===== config.mk =====
export PLATFORM = sky130hd
export DESIGN_NAME = ins_fetch
export DESIGN_NICKNAME = d
export VERILOG_FILES = /design/src/rtl/ins_fetch_pkg.sv /design/src/rtl/ins_fifo.sv /design/src/rtl/ins_fetch.sv
export SDC_FILE = /design/constraint.sdc
export NUM_CORES = 1
export LEC_CHECK = 0
export CORE_UTILIZATION = 65
export DETAILED_ROUTE_END_ITERATION = 8
export GPL_TIMING_DRIVEN = 0
export PLACE_DENSITY = 0.84
export SLEW_MARGIN = 20
export SYNTH_ARGS = -nofsm -noshare
export SYNTH_HDL_FRONTEND = slang
export SYNTH_HIERARCHICAL = 1
export SYNTH_SLANG_ARGS = --single-unit

===== constraint.sdc =====
create_clock -name clk -period 5.27 [get_ports clk]
set_input_delay 1.054 -clock clk [delete_from_list [all_inputs] [get_ports clk]]
set_output_delay 1.054 -clock clk [all_outputs]
set_load 0.01 [all_outputs]

===== src/rtl/ins_fetch_pkg.sv =====
// Shared definitions for the instruction fetch unit and the CPU stage.
package ins_fetch_pkg;

    // Instruction word layout: 3 op + 5 rdest + 5 rs1 + 5 rs2
    localparam int OP_WIDTH  = 3;
    localparam int REG_AW    = 5;
    localparam int INS_WIDTH = OP_WIDTH + 3 * REG_AW;

    typedef enum logic [1:0] {
        IDLE  = 2'd0,
        FETCH = 2'd1,
        DRAIN = 2'd2,
        DONE  = 2'd3
    } fetch_state_t;

endpackage


===== src/rtl/ins_fifo.sv =====
// Prefetch buffer: power-of-two circular FIFO with head word on dout.
module ins_fifo #(
    parameter int width = 18,
    parameter int depth = 4
) (
    input  logic                     clk,
    input  logic                     rst,
    input  logic                     push,
    input  logic                     pop,
    input  logic [width-1:0]         din,
    output logic [width-1:0]         dout,
    output logic                     empty,
    output logic                     full,
    output logic [$clog2(depth):0]   count
);
    localparam int PW = $clog2(depth);

    logic [width-1:0] mem [depth];
    logic [PW-1:0]    rd_ptr, wr_ptr;
    logic             do_push, do_pop;

    assign empty   = (count == '0);
    assign full    = (count == (PW+1)'(depth));
    assign do_pop  = pop && !empty;
    // A push into a full buffer is only legal when a pop frees a slot this cycle
    assign do_push = push && (!full || do_pop);
    // Empty buffer presents zero so the consumer never sees stale words
    assign dout    = empty ? '0 : mem[rd_ptr];

    // Storage write; no reset needed, occupancy is tracked by count
    always_ff @(posedge clk) begin
        if (do_push) mem[wr_ptr] <= din;
    end

    // Pointers wrap naturally at the power-of-two depth
    always_ff @(posedge clk or posedge rst) begin
        if (rst) begin
            rd_ptr <= '0;
            wr_ptr <= '0;
            count  <= '0;
        end else begin
            if (do_push) wr_ptr <= wr_ptr + 1'b1;
            if (do_pop)  rd_ptr <= rd_ptr + 1'b1;
            case ({do_push, do_pop})
                2'b10:   count <= count + 1'b1;
                2'b01:   count <= count - 1'b1;
                default: count <= count;
            endcase
        end
    end

endmodule


===== src/rtl/ins_fetch.sv =====
// Instruction fetch: program memory, prefetch control FSM and output buffer.
module ins_fetch
    import ins_fetch_pkg::*;
#(
    parameter int ins_width  = INS_WIDTH,
    parameter int mem_depth  = 16,
    parameter int fifo_depth = 4,
    parameter int aw         = $clog2(mem_depth)
) (
    input  logic                 clk,
    input  logic                 rst,
    input  logic                 wr_en,
    input  logic [aw-1:0]        wr_addr,
    input  logic [ins_width-1:0] wr_data,
    input  logic                 start,
    input  logic [aw:0]          prog_len,
    output logic [ins_width-1:0] ins,
    output logic                 ins_valid,
    input  logic                 ins_ready,
    output logic [aw-1:0]        pc,
    output logic                 busy,
    output logic                 done
);
    localparam int CW = $clog2(fifo_depth) + 1;

    fetch_state_t         state, state_nxt;
    logic [ins_width-1:0] imem [mem_depth];
    logic [ins_width-1:0] rdata;
    logic                 rd_vld;     // read issued last cycle, rdata valid now
    logic [aw:0]          plen, fetched, fetched_inc;
    logic                 issue;
    logic [CW-1:0]        f_count;
    logic                 f_empty, f_full;

    // Reads in flight count against capacity so the buffer can never overflow
    assign issue       = (state == FETCH) && ((int'(f_count) + int'(rd_vld)) < fifo_depth);
    assign fetched_inc = fetched + (aw+1)'(1);

    // Program memory load, allowed only while idle
    always_ff @(posedge clk) begin
        if (wr_en && state == IDLE) imem[wr_addr] <= wr_data;
    end

    // Synchronous read port, one cycle latency
    always_ff @(posedge clk) begin
        if (issue) rdata <= imem[pc];
    end

    // State register
    always_ff @(posedge clk or posedge rst) begin
        if (rst) state <= IDLE;
        else     state <= state_nxt;
    end

    // Next-state logic
    always_comb begin
        state_nxt = state;
        case (state)
            IDLE:  if (start) state_nxt = (prog_len == '0) ? DONE : FETCH;
            FETCH: if (issue && fetched_inc == plen) state_nxt = DRAIN;
            DRAIN: if (f_empty && !rd_vld) state_nxt = DONE;
            DONE:  state_nxt = IDLE;
            default: state_nxt = IDLE;
        endcase
    end

    // Outputs decoded from state
    always_comb begin
        busy = (state != IDLE);
        done = (state == DONE);
    end

    // Fetch address, progress counter and read-in-flight flag
    always_ff @(posedge clk or posedge rst) begin
        if (rst) begin
            pc      <= '0;
            fetched <= '0;
            plen    <= '0;
            rd_vld  <= 1'b0;
        end else begin
            rd_vld <= issue;
            if (state == IDLE && start) begin
                plen    <= prog_len;
                pc      <= '0;
                fetched <= '0;
            end else if (issue) begin
                fetched <= fetched_inc;
                // Hold at the top address so a full-memory program cannot wrap pc
                if (pc != aw'(mem_depth - 1)) pc <= pc + 1'b1;
            end
        end
    end

    ins_fifo #(
        .width (ins_width),
        .depth (fifo_depth)
    ) u_fifo (
        .clk   (clk),
        .rst   (rst),
        .push  (rd_vld),
        .pop   (ins_ready),
        .din   (rdata),
        .dout  (ins),
        .empty (f_empty),
        .full  (f_full),
        .count (f_count)
    );

    assign ins_valid = !f_empty;

endmodule


# Word-level counts from Yosys, hierarchy flattened
# Memory sizes are Yosys's and may differ from the RTL's. A register that Yosys moved wholly into a read port is not among the register bits.
# Cells that the tools add are included.
# word_totals
regBits,24
ram_bits,360
inputBits,32
out_inout_bits,25
elab_cells,65
n_memories,2
# op_classes
n_addsub,7
magnitude_cmp,1
n_eq_ne,11
n_mux,16
n_reduce_logical,20
# mem_list
memory,words,word_bits,rd,rd_clocked_by_memory_dff,write_ports,line,text
imem,16,18,1,1,1,ins_fetch.sv:27,logic [ins_width-1:0] imem [mem_depth];
u_fifo.mem,4,18,1,0,1,ins_fifo.sv:18,logic [width-1:0] mem [depth];
# op_table
cell,count
$mux 18,1
$mux 4,3
$mux 5,2
$mux 2,4
$pmux 2 s4,1
$reduce_bool 2->1,4
$logic_and 1x1->1,7
$eq 2x2->1 const B,3
$pmux 3 s2,1
$add 5x1->5 const B,1
$eq 5x5->1,1
$logic_not 5->1,1
$add 2x1->2 const B,2
$add 3x1->4,1
$add 4x1->4 const B,1
$eq 2x1->1 const B,2
$lt 4x3->1 const B,1
$mux 1,4
$ne 2x2->1 const B,2
$ne 4x4->1 const B,1
$add 3x1->3 const B,1
$eq 3x3->1 const B,1
$logic_not 1->1,3
$logic_not 3->1,1
other kinds (6),6

# Logic depth before layout (Yosys ltp)
# Gate-level depths: netlist of run 1.
# logic_depth
depth_word,7
mapped_depth,7
depth_no_buf,7

# Modules after synthesis
# The synthesis of run 1 kept the hierarchy.
# modules_own_cells
module,n_inst,cells_per_inst,area_per_inst_um2,seq_area_each_um2
ins_fetch,1,529,12395.6,9614.2
ins_fifo,1,169,3231.8,2337.2

# Worst setup path after synthesis of run 1
# Ideal clock, no wire load.
# synth_timing
path_type,input-to-reg
from,input wr_addr[1]
to,"memory imem[0][0] (netlist name), enable pin"
setup_time_ns,0.416
arrival_ns,2.754
required_ns,4.854
setup_slack_ns,2.100
stages,2
n_path_buf,0
path_cell_list,or3_1 -> nor3_1
# synth_lines
element,line,text
start: declaration,ins_fetch.sv:13,"input logic [aw-1:0] wr_addr,"
end: declaration,ins_fetch.sv:27,
# No word-level cell before the write port.

# Worst setup path in the final report of run 1
# layout_timing
from,register u_fifo.count[0]
to,output ins_valid
# layout_between
elab_chain_cells,2
# layout_rtl
element,line,text
start: declaration,ins_fifo.sv:14,output logic [$clog2(depth):0] count
start signal: assignment,ins_fifo.sv:45,2'b10: count <= count + 1'b1;
start signal: assignment,ins_fifo.sv:46,2'b01: count <= count - 1'b1;
start signal: assignment,ins_fifo.sv:47,default: count <= count;
$logic_not 3->1,ins_fifo.sv:22,assign empty = (count == '0);
via f_empty,ins_fetch.sv:33,"logic f_empty, f_full;"
$logic_not 1->1,ins_fetch.sv:109,assign ins_valid = !f_empty;
end: declaration,ins_fetch.sv:18,"output logic ins_valid,"
# The timed path passes the listed nets, and every way through them passes these cells.

==> flow_metrics.tcl, run 1 <==
set metrics [dict create \
    status "complete, no violations" \
    pin_count 57 \
    arrival_ns 2.48 \
    syn_nets 741 \
    core_area_sq_um 23500 \
    fin_crit_sh 0.671 \
    root_buffer "clkbuf_16" \
    hold_path.class "reg -> reg" \
    hold_slack_ns 0.501 \
    critPathCaptureType "output port" \
    rows 56 \
    globalplace.congestion 0.765 \
    die_w_microns 157 \
    clkSlewWorstSetupHoldPaths_ns 0.07 \
    wl_per_cell_microns 30.0 \
    reg2regPathDepth 4 \
    critPathSlowestCell "clkdlybuf4s50_1" \
    numCtsBuffers 40 \
    cp.required_ns 4.22 \
    final_nets 846 \
    die_y_microns 157 \
    grtUsageTotal 0.296 \
    worstSetupPathType "reg -> out" \
    cp.depth 4 \
    critical_path.top_delay_family "buffers and inverters" \
    drc 0 \
    skew_ns 0.0218 \
    die_area_sq_um 24700 \
    power_density_nw_per_um2 515 \
    setup_tns_ns 0 \
    crit_chain "nor3_1 -> clkbuf_1 -> inv_1 -> clkdlybuf4s50_1" \
    postCtsSetupBuffers 0 \
    avgViaCountPerCell 6.68 \
    drt_first_pass_iters 5 \
    cts_resized 0 \
    drtIter0Drc 874 \
    vias 7680 \
    drive_gt1_frac 0.255 \
    clock_path_buffers 3 \
    vdd_drop_max_uv 426 \
    syn_inst 697 \
    antenna_found_initial 2 \
    slowest_delay_ns 0.51 \
    syn_area_sq_um 15600 \
    slew_viol_final 0 \
    rsz0062_at_grt "false" \
    area_growth_pct 14.9 \
    tritoncts "built" \
    hold_viol_final 0 \
    hold_buffers 0 \
    htreeDepth 2 \
    synth_area_per_cell_sq_um 22.4 \
    cts_sinks 402 \
    insertion_delay_ns 0.55 \
    dp_cells 1079 \
    timing.slew.headroom 0.376 \
    grt_max_degree 25 \
    fmax_ghz 0.283 \
    p_leak_nw 5.75 \
    ant_nets 0 \
    worstMarginPinSlew_ns 0.936 \
    start_kind "flop" \
    hold_depth 0 \
    dpl.hpwl_microns 19400 \
    start_util 0.664 \
    setup_viol 0 \
    io_buffers 55 \
    drt_wl_total_microns 34500 \
    grt_pass1_wl_microns 50100 \
    cp.buffers_inverters 3 \
    grt_pass1_vias 7879 \
    layout_min_cycle_time_ns 3.53 \
    cp_max_fo 10 \
    max_cap_viol_count 0 \
    grt_overflow 0 \
    final_cells 1150 \
    yosysWarnings 6 \
]
## per-stage QoR
stage / util / total power (W) / worst slack [ns] / instance area [sq um]
after floorplan: - / 0.00571 / 2.10 / 15600
after global placement: 0.704 / 0.00643 / 0.273 / 16600
after global routing: 0.762 / 0.00955 / 1.63 / 17900
after CTS: 0.762 / 0.00925 / 1.72 / 17900
final: 0.762 / 0.00924 / 1.74 / 17900
after detailed placement: 0.711 / 0.00657 / 2.02 / 16700
## metal layers
layer | routed length (microns) | part of all wire | GRT usage
met2 | 17900 | 0.52 | 0.506
met1 | 12200 | 0.35 | 0.365
met3 | 2900 | 0.084 | 0.0697
met4 | 1430 | 0.041 | 0.129
met5 | 13 | 0.00038 | 0
## where the power goes
group          switching (W)  internal [W]  leakage [nW]  total, W
Combinational        0.00124       0.00124          1.45   0.00248
Sequential          0.000183       0.00390          3.71   0.00409
Clock                0.00115       0.00152         0.588   0.00267
## cell usage in the layout (no fill, tap or decap), types with 5 or more instances in the layout
cell	n
a21oi_1	6
buf_2	9
buf_4	8
buf_6	8
clkbuf_1	22
clkbuf_16	41
clkdlybuf4s50_1	55
clkinv_1	8
clkinv_2	6
dfrtp_1	24
edfxtp_1	378
ha_1	11
inv_1	14
mux2_2	5
mux4_2	108
nand2_1	9
nand3_1	6
nor2_1	12
nor2_4	12
nor2b_1	18
xnor2_1	9
xor2_1	6
## state kept, by name (all words and copies together) (netlist names), 2 cells and up
name	count
imem	288
u_fifo/mem	72
rdata	18
fetched	5
plen	5
pc	4
u_fifo/count	3
state	2
u_fifo/rd_ptr	2
u_fifo/wr_ptr	2
## cell type report
type / count / area, sq um
Clock buffer: 53 / 1070
Sequential cell: 402 / 12000
Fill cell: 1211 / 5600
Multi-Input combinational cell: 250 / 3540
Timing Repair Buffer: 63 / 611
Inverter: 14 / 52.6
Clock inverter: 17 / 129
Buffer: 31 / 188
Tap cell: 319 / 399
Antenna cell: 1 / 2.50
## final timing paths
check | startpoint | end | slack, ns
worst min register to register | rdata[6] | u_fifo/mem[3][6] | 0.50
worst max-delay path | u_fifo/count[0] | ins_valid | 1.74
max in group asynchronous | rst | pc[1] | 3.90
min in group asynchronous | rst | u_fifo/rd_ptr[1] | 0.81
worst min-delay path | rdata[6] | u_fifo/mem[3][6] | 0.50
worst max register to register | pc[1] | rdata[13] | 2.52
## worst reg2reg max path, cell delays in order (launching register included)
cell and delay (ns):
dfrtp_1 0.45, buf_2 0.30, buf_1 0.73, mux4_2 0.44, mux4_2 0.55
Note: power is estimated with default switching activity, not from simulation.
==> run 2, diff against run 1 <==
--- a/config.mk
+++ b/config.mk
@@ -5,10 +5,10 @@
 export SDC_FILE = /design/constraint.sdc
 export NUM_CORES = 1
 export LEC_CHECK = 0
-export CORE_UTILIZATION = 65
+export CORE_UTILIZATION = 60
 export DETAILED_ROUTE_END_ITERATION = 8
 export GPL_TIMING_DRIVEN = 0
-export PLACE_DENSITY = 0.84
+export PLACE_DENSITY = 0.79
 export SLEW_MARGIN = 20
 export SYNTH_ARGS = -nofsm -noshare
 export SYNTH_HDL_FRONTEND = slang
==> constraint.sdc (replaced) <==
create_clock -name clk -period 3.7 [get_ports clk]
set_input_delay 0.74 -clock clk [delete_from_list [all_inputs] [get_ports clk]]
set_output_delay 0.74 -clock clk [all_outputs]
set_load 0.01 [all_outputs]
==> run 2 against run 1 <==
Effect of this change: die area grew 8.2%; sequential power grew 42%; via count shrank 1.6%; final cell count is 0.78% higher; critical path depth is 1 higher.
==> flow_metrics.tcl, run 2 (same netlist as run 1, synthesis figures left out) <==
set metrics [dict create \
    grt_pass1_wl_microns 48600 \
    wl_met3_microns 2580 \
    drive_gt1_frac 0.261 \
    crit_chain "buf_2 -> buf_2 -> mux4_2 -> nor2b_1 -> clkdlybuf4s50_1" \
    start_kind "flop" \
    drt_wl_total_microns 33100 \
    rsz0062_at_grt "false" \
    skew_ns 0.0169 \
    tritoncts "built" \
    status "complete, no violations" \
    htreeDepth 2 \
    power_density_nw_per_um2 734 \
    setup_viol 0 \
    wl_per_cell_microns 28.6 \
    dpl.hpwl_microns 19200 \
    final_common_cell "edfxtp_1" \
    critical_path.top_delay_family "buffers and inverters" \
    core_area_sq_um 25300 \
    numCtsBuffers 39 \
    vdd_drop_max_uv 586 \
    hold_buffers 0 \
    critPathCaptureType "output port" \
    vias 7554 \
    report.power.total_w 0.0132 \
    cp.buffers_inverters 3 \
    wl_met2_microns 17400 \
    grt_max_degree 25 \
    hold_viol_final 0 \
    antenna_found_initial 1 \
    drt_first_pass_iters 7 \
    postCtsSetupBuffers 0 \
    layout_min_cycle_time_ns 3.18 \
    die_w_microns 163 \
    p_leak_nw 5.77 \
    dp_cells 1090 \
    die_area_sq_um 26700 \
    grtUsageTotal 0.259 \
    worstSetupPathType "reg -> out" \
    fin_area_sq_um 18000 \
    area_growth_pct 15.2 \
    root_buffer "clkbuf_16" \
    insertion_delay_ns 0.54 \
    ant_nets 0 \
    fmax_ghz 0.314 \
    cp_max_fo 10 \
    path_common_cell "buf_2" \
    fin_crit_sh 0.860 \
    dp_slack_ns 0.609 \
    cts_resized 0 \
    largest-register "imem" \
    largest_reg_flops 288 \
    worstMarginPinSlew_ns 0.947 \
    reg2regPathDepth 4 \
    rows 58 \
    clock_path_buffers 3 \
    hold_depth 0 \
    mostFrequentLayoutCells "378 x edfxtp_1, 108 x mux4_2, 55 x clkdlybuf4s50_1" \
    hold_slack_ns 0.503 \
    slew_viol_final 0 \
    antenna_cells 0 \
    timing.slew.headroom 0.369 \
    globalplace.congestion 0.769 \
    cts_sinks 402 \
    critPathSlowestCell "clkdlybuf4s50_1" \
    start_util 0.617 \
    top_layer "met5" \
    cp.required_ns 2.96 \
    grt_pass1_vias 7846 \
    drt-met1-wl_microns 12300 \
    final_cells 1159 \
    grt_overflow 0 \
    pin_count 57 \
    final_nets 845 \
    drtIter0Drc 878 \
    slowest_delay_ns 0.50 \
    arrival_ns 2.44 \
    hold_path.class "reg -> reg" \
    worst_slack_ns 0.520 \
    avgViaCountPerCell 6.52 \
    placed_area_sq_um 16800 \
    max_cap_viol_count 0 \
    top_regs "imem: 288 flops, u_fifo/mem: 72 flops, rdata: 18 flops" \
    drc 0 \
    die_y_microns 163 \
    cp.depth 5 \
    io_buffers 55 \
    clkSlewWorstSetupHoldPaths_ns 0.06 \
]
[run 2: metal layers]
layer  GRT usage  vias to the layer above
li1            -                     3090
met1       0.342                     3925
met4      0.0905                        2
met5           0                        -
met2       0.440                      462
met3      0.0444                       75
[run 2: report_power, final]
| group | internal (W) | switching, W | total (W) |
|---|---|---|---|
| Sequential | 0.00556 | 0.000261 | 0.00582 |
| Clock | 0.00226 | 0.00161 | 0.00388 |
| Combinational | 0.00177 | 0.00174 | 0.00351 |
[run 2: worst paths after layout]
check,startpoint,slack (ns),endpoint
worst max-delay path,u_fifo/rd_ptr[1],0.52,ins[15]
worst min-delay path,rdata[6],0.50,u_fifo/mem[3][6]
worst max register to register,pc[1],0.87,rdata[17]
worst min register to register,rdata[6],0.50,u_fifo/mem[3][6]
max in group asynchronous,rst,2.62,plen[4]
min in group asynchronous,rst,0.52,u_fifo/count[2]
[run 2: worst register-to-register path: stages, from the launching register on]
cell,delay [ns]
dfrtp_1,0.49
buf_2,0.33
buf_1,0.75
mux4_2,0.44
mux4_2,0.54
[run 2: per-stage QoR]
step,TNS [ns],util
final,0,0.711
after global routing,0,0.711
after floorplan,0,-
after global placement,-71.80,0.655
after detailed placement,0,0.662
after CTS,0,0.711
[run 2: area by class of cell]
cell class / instances / area (sq um)
Buffer: 31 / 188
Clock buffer: 48 / 1030
Clock inverter: 21 / 214
Fill cell: 1383 / 7320
Inverter: 14 / 52.6
Multi-Input combinational cell: 250 / 3540
Sequential cell: 402 / 12000
Tap cell: 330 / 413
Timing Repair Buffer: 63 / 611
==> run 3, diff against run 2 <==
--- a/config.mk
+++ b/config.mk
@@ -5,10 +5,11 @@
 export SDC_FILE = /design/constraint.sdc
 export NUM_CORES = 1
 export LEC_CHECK = 0
-export CORE_UTILIZATION = 60
+export CORE_UTILIZATION = 63
+export CTS_BUF_LIST = sky130_fd_sc_hd__clkbuf_4 sky130_fd_sc_hd__clkbuf_8
 export DETAILED_ROUTE_END_ITERATION = 8
 export GPL_TIMING_DRIVEN = 0
-export PLACE_DENSITY = 0.79
+export PLACE_DENSITY = 0.82
 export SLEW_MARGIN = 20
 export SYNTH_ARGS = -nofsm -noshare
 export SYNTH_HDL_FRONTEND = slang
==> run 3 against run 2 <==
Effect of this change: clock skew is 0.0066 ns higher; register-to-register slack worse by 0.10 ns; highest routed layer is now met4; design area is 0.15% lower; critical endpoint is now ins[2]; setup slack worse by 0.025 ns; critical path type unchanged; sequential cell count stayed put; wire length is 9.3% lower; final cell count is 3.0% higher; combinational power is 3% lower; critical path depth is 1 lower; sequential share of layout area is 0.10 points higher.
==> flow_metrics.tcl, run 3 (same netlist as run 1, synthesis figures left out) <==
set metrics [dict create \
    fin_crit_sh 0.866 \
    htreeDepth 2 \
    grt_pass1_vias 7772 \
    hold_slack_ns 0.486 \
    cts_sinks 402 \
    timing.slew.headroom 0.387 \
    arrival_ns 2.47 \
    numCtsBuffers 60 \
    drive_gt1_frac 0.297 \
    reg2regPathDepth 7 \
    start_kind "flop" \
    postCtsSetupBuffers 0 \
    vdd_drop_max_uv 498 \
    cts_resized 0 \
    clkSlewWorstSetupHoldPaths_ns 0.06 \
    status "complete, no violations" \
    largest_reg_flops 288 \
    antenna_found_initial 0 \
    grt_max_degree 25 \
    pin_count 57 \
    drt_wl_total_microns 30000 \
    insertion_delay_ns 0.59 \
    setup_tns_ns 0 \
    top_regs "imem: 288 flops, u_fifo/mem: 72 flops, rdata: 18 flops" \
    root_buffer "clkbuf_8" \
    utilization 0.739 \
    wl_met2_microns 15700 \
    endpoint "ins[2]" \
    wl_per_cell_microns 25.1 \
    largest-register "imem" \
    cp.required_ns 2.96 \
    grt_overflow 0 \
    max_cap_viol_count 0 \
    drt_first_pass_iters 7 \
    rr_startpoint "state[0]" \
    die_y_microns 159 \
    fmax_ghz 0.312 \
    drt-met1-wl_microns 11600 \
    wl_met3_microns 2060 \
    dp_slack_ns 0.512 \
    vias 7453 \
    rsz0062_at_grt "false" \
    skew_ns 0.0235 \
    io_buffers 55 \
    rows 57 \
    layout_min_cycle_time_ns 3.21 \
    p_leak_nw 5.81 \
    r2r_slack_ns 0.77 \
    worstSetupPathType "reg -> out" \
    drtIter0Drc 660 \
    dpl.hpwl_microns 18900 \
    tritoncts "built" \
    hold_buffers 0 \
    power_density_nw_per_um2 712 \
    grtUsageTotal 0.246 \
    final_common_cell "edfxtp_1" \
    worstMarginPinSlew_ns 0.918 \
    final_nets 866 \
    grt_pass1_wl_microns 45900 \
    hold_path.class "in -> async" \
    avgViaCountPerCell 6.24 \
    nFillCells 1263 \
    mostFrequentLayoutCells "378 x edfxtp_1, 108 x mux4_2, 65 x clkbuf_8" \
    globalplace.congestion 0.766 \
    multi_input_area_sq_um 3540 \
    clock_path_buffers 3 \
    critPathCaptureType "output port" \
    area_growth_pct 15.0 \
    die_area_sq_um 25400 \
    hold_viol_final 0 \
    r2r-end "imem[0][5]" \
    start_util 0.642 \
    die_w_microns 159 \
    core_area_sq_um 24300 \
    drc 0 \
    ant_nets 0 \
    setup_viol 0 \
    slew_viol_final 0 \
    ff_latch_area_sq_um 12000 \
    setup.worst_path.start "u_fifo/rd_ptr[0]" \
    top_layer "met4" \
    cp_max_fo 10 \
    worst_slack_ns 0.494 \
]
[run 3: changes by cell type in the layout (fill, tap and decap cells not counted), sizes merged]
cell / change
clkbuf: +35
clkinv: +8
bufinv: -1
clkinvlp: -1
diode: +1
inv: -1
[run 3: worst min-delay path by stage]
stage	startpoint	cells past startpoint	endpoint
final	rst	2	u_fifo/rd_ptr[0]
after global routing	rst	2	u_fifo/count[2]
after CTS	rst	2	u_fifo/rd_ptr[1]
after detailed placement	rdata[4]	0	u_fifo/mem[0][4]
after global placement	rdata[2]	0	u_fifo/mem[2][2]
after floorplan	rdata[0]	0	u_fifo/mem[0][0]
[run 3: area by class of cell]
cell class,count,share of cell area
timing repair buffer,63,0.0342
clock inverter,26,0.0105
antenna,1,0.000139
sequential,402,0.665
clock buffer,83,0.0573
tap,324,0.0226
inverter,14,0.00292
buffer,31,0.0104
multi-input combinational,250,0.197
[run 3: through the flow]
stage | instances | instance area, sq um | total power [W]
floorplan | 697 | 15600 | 0.00813
global placement | 1076 | 16600 | 0.00913
detailed placement | 1084 | 16800 | 0.00933
CTS | 1193 | 18000 | 0.0129
global route | 1193 | 18000 | 0.0133
finish | 1194 | 18000 | 0.0128
[run 3: worst max-delay path: stages (launching register included)]
cell	delay, ns
dfrtp_1	0.34
buf_2	0.33
mux4_2	0.57
nor2b_1	0.15
clkdlybuf4s50_1	0.49
[run 3: power breakdown]
part	internal, W	switching [W]
registers	0.00556	0.000251
logic	0.00176	0.00164
clock network	0.00200	0.00159
total	0.00932	0.00348
[run 3: per-layer routing]
| layer | GRT usage | vias up |
|---|---|---|
| met5 | 0 | - |
| met4 | 0.0774 | 0 |
| met3 | 0.0461 | 57 |
| met2 | 0.417 | 356 |
| met1 | 0.330 | 3898 |
| li1 | - | 3142 |
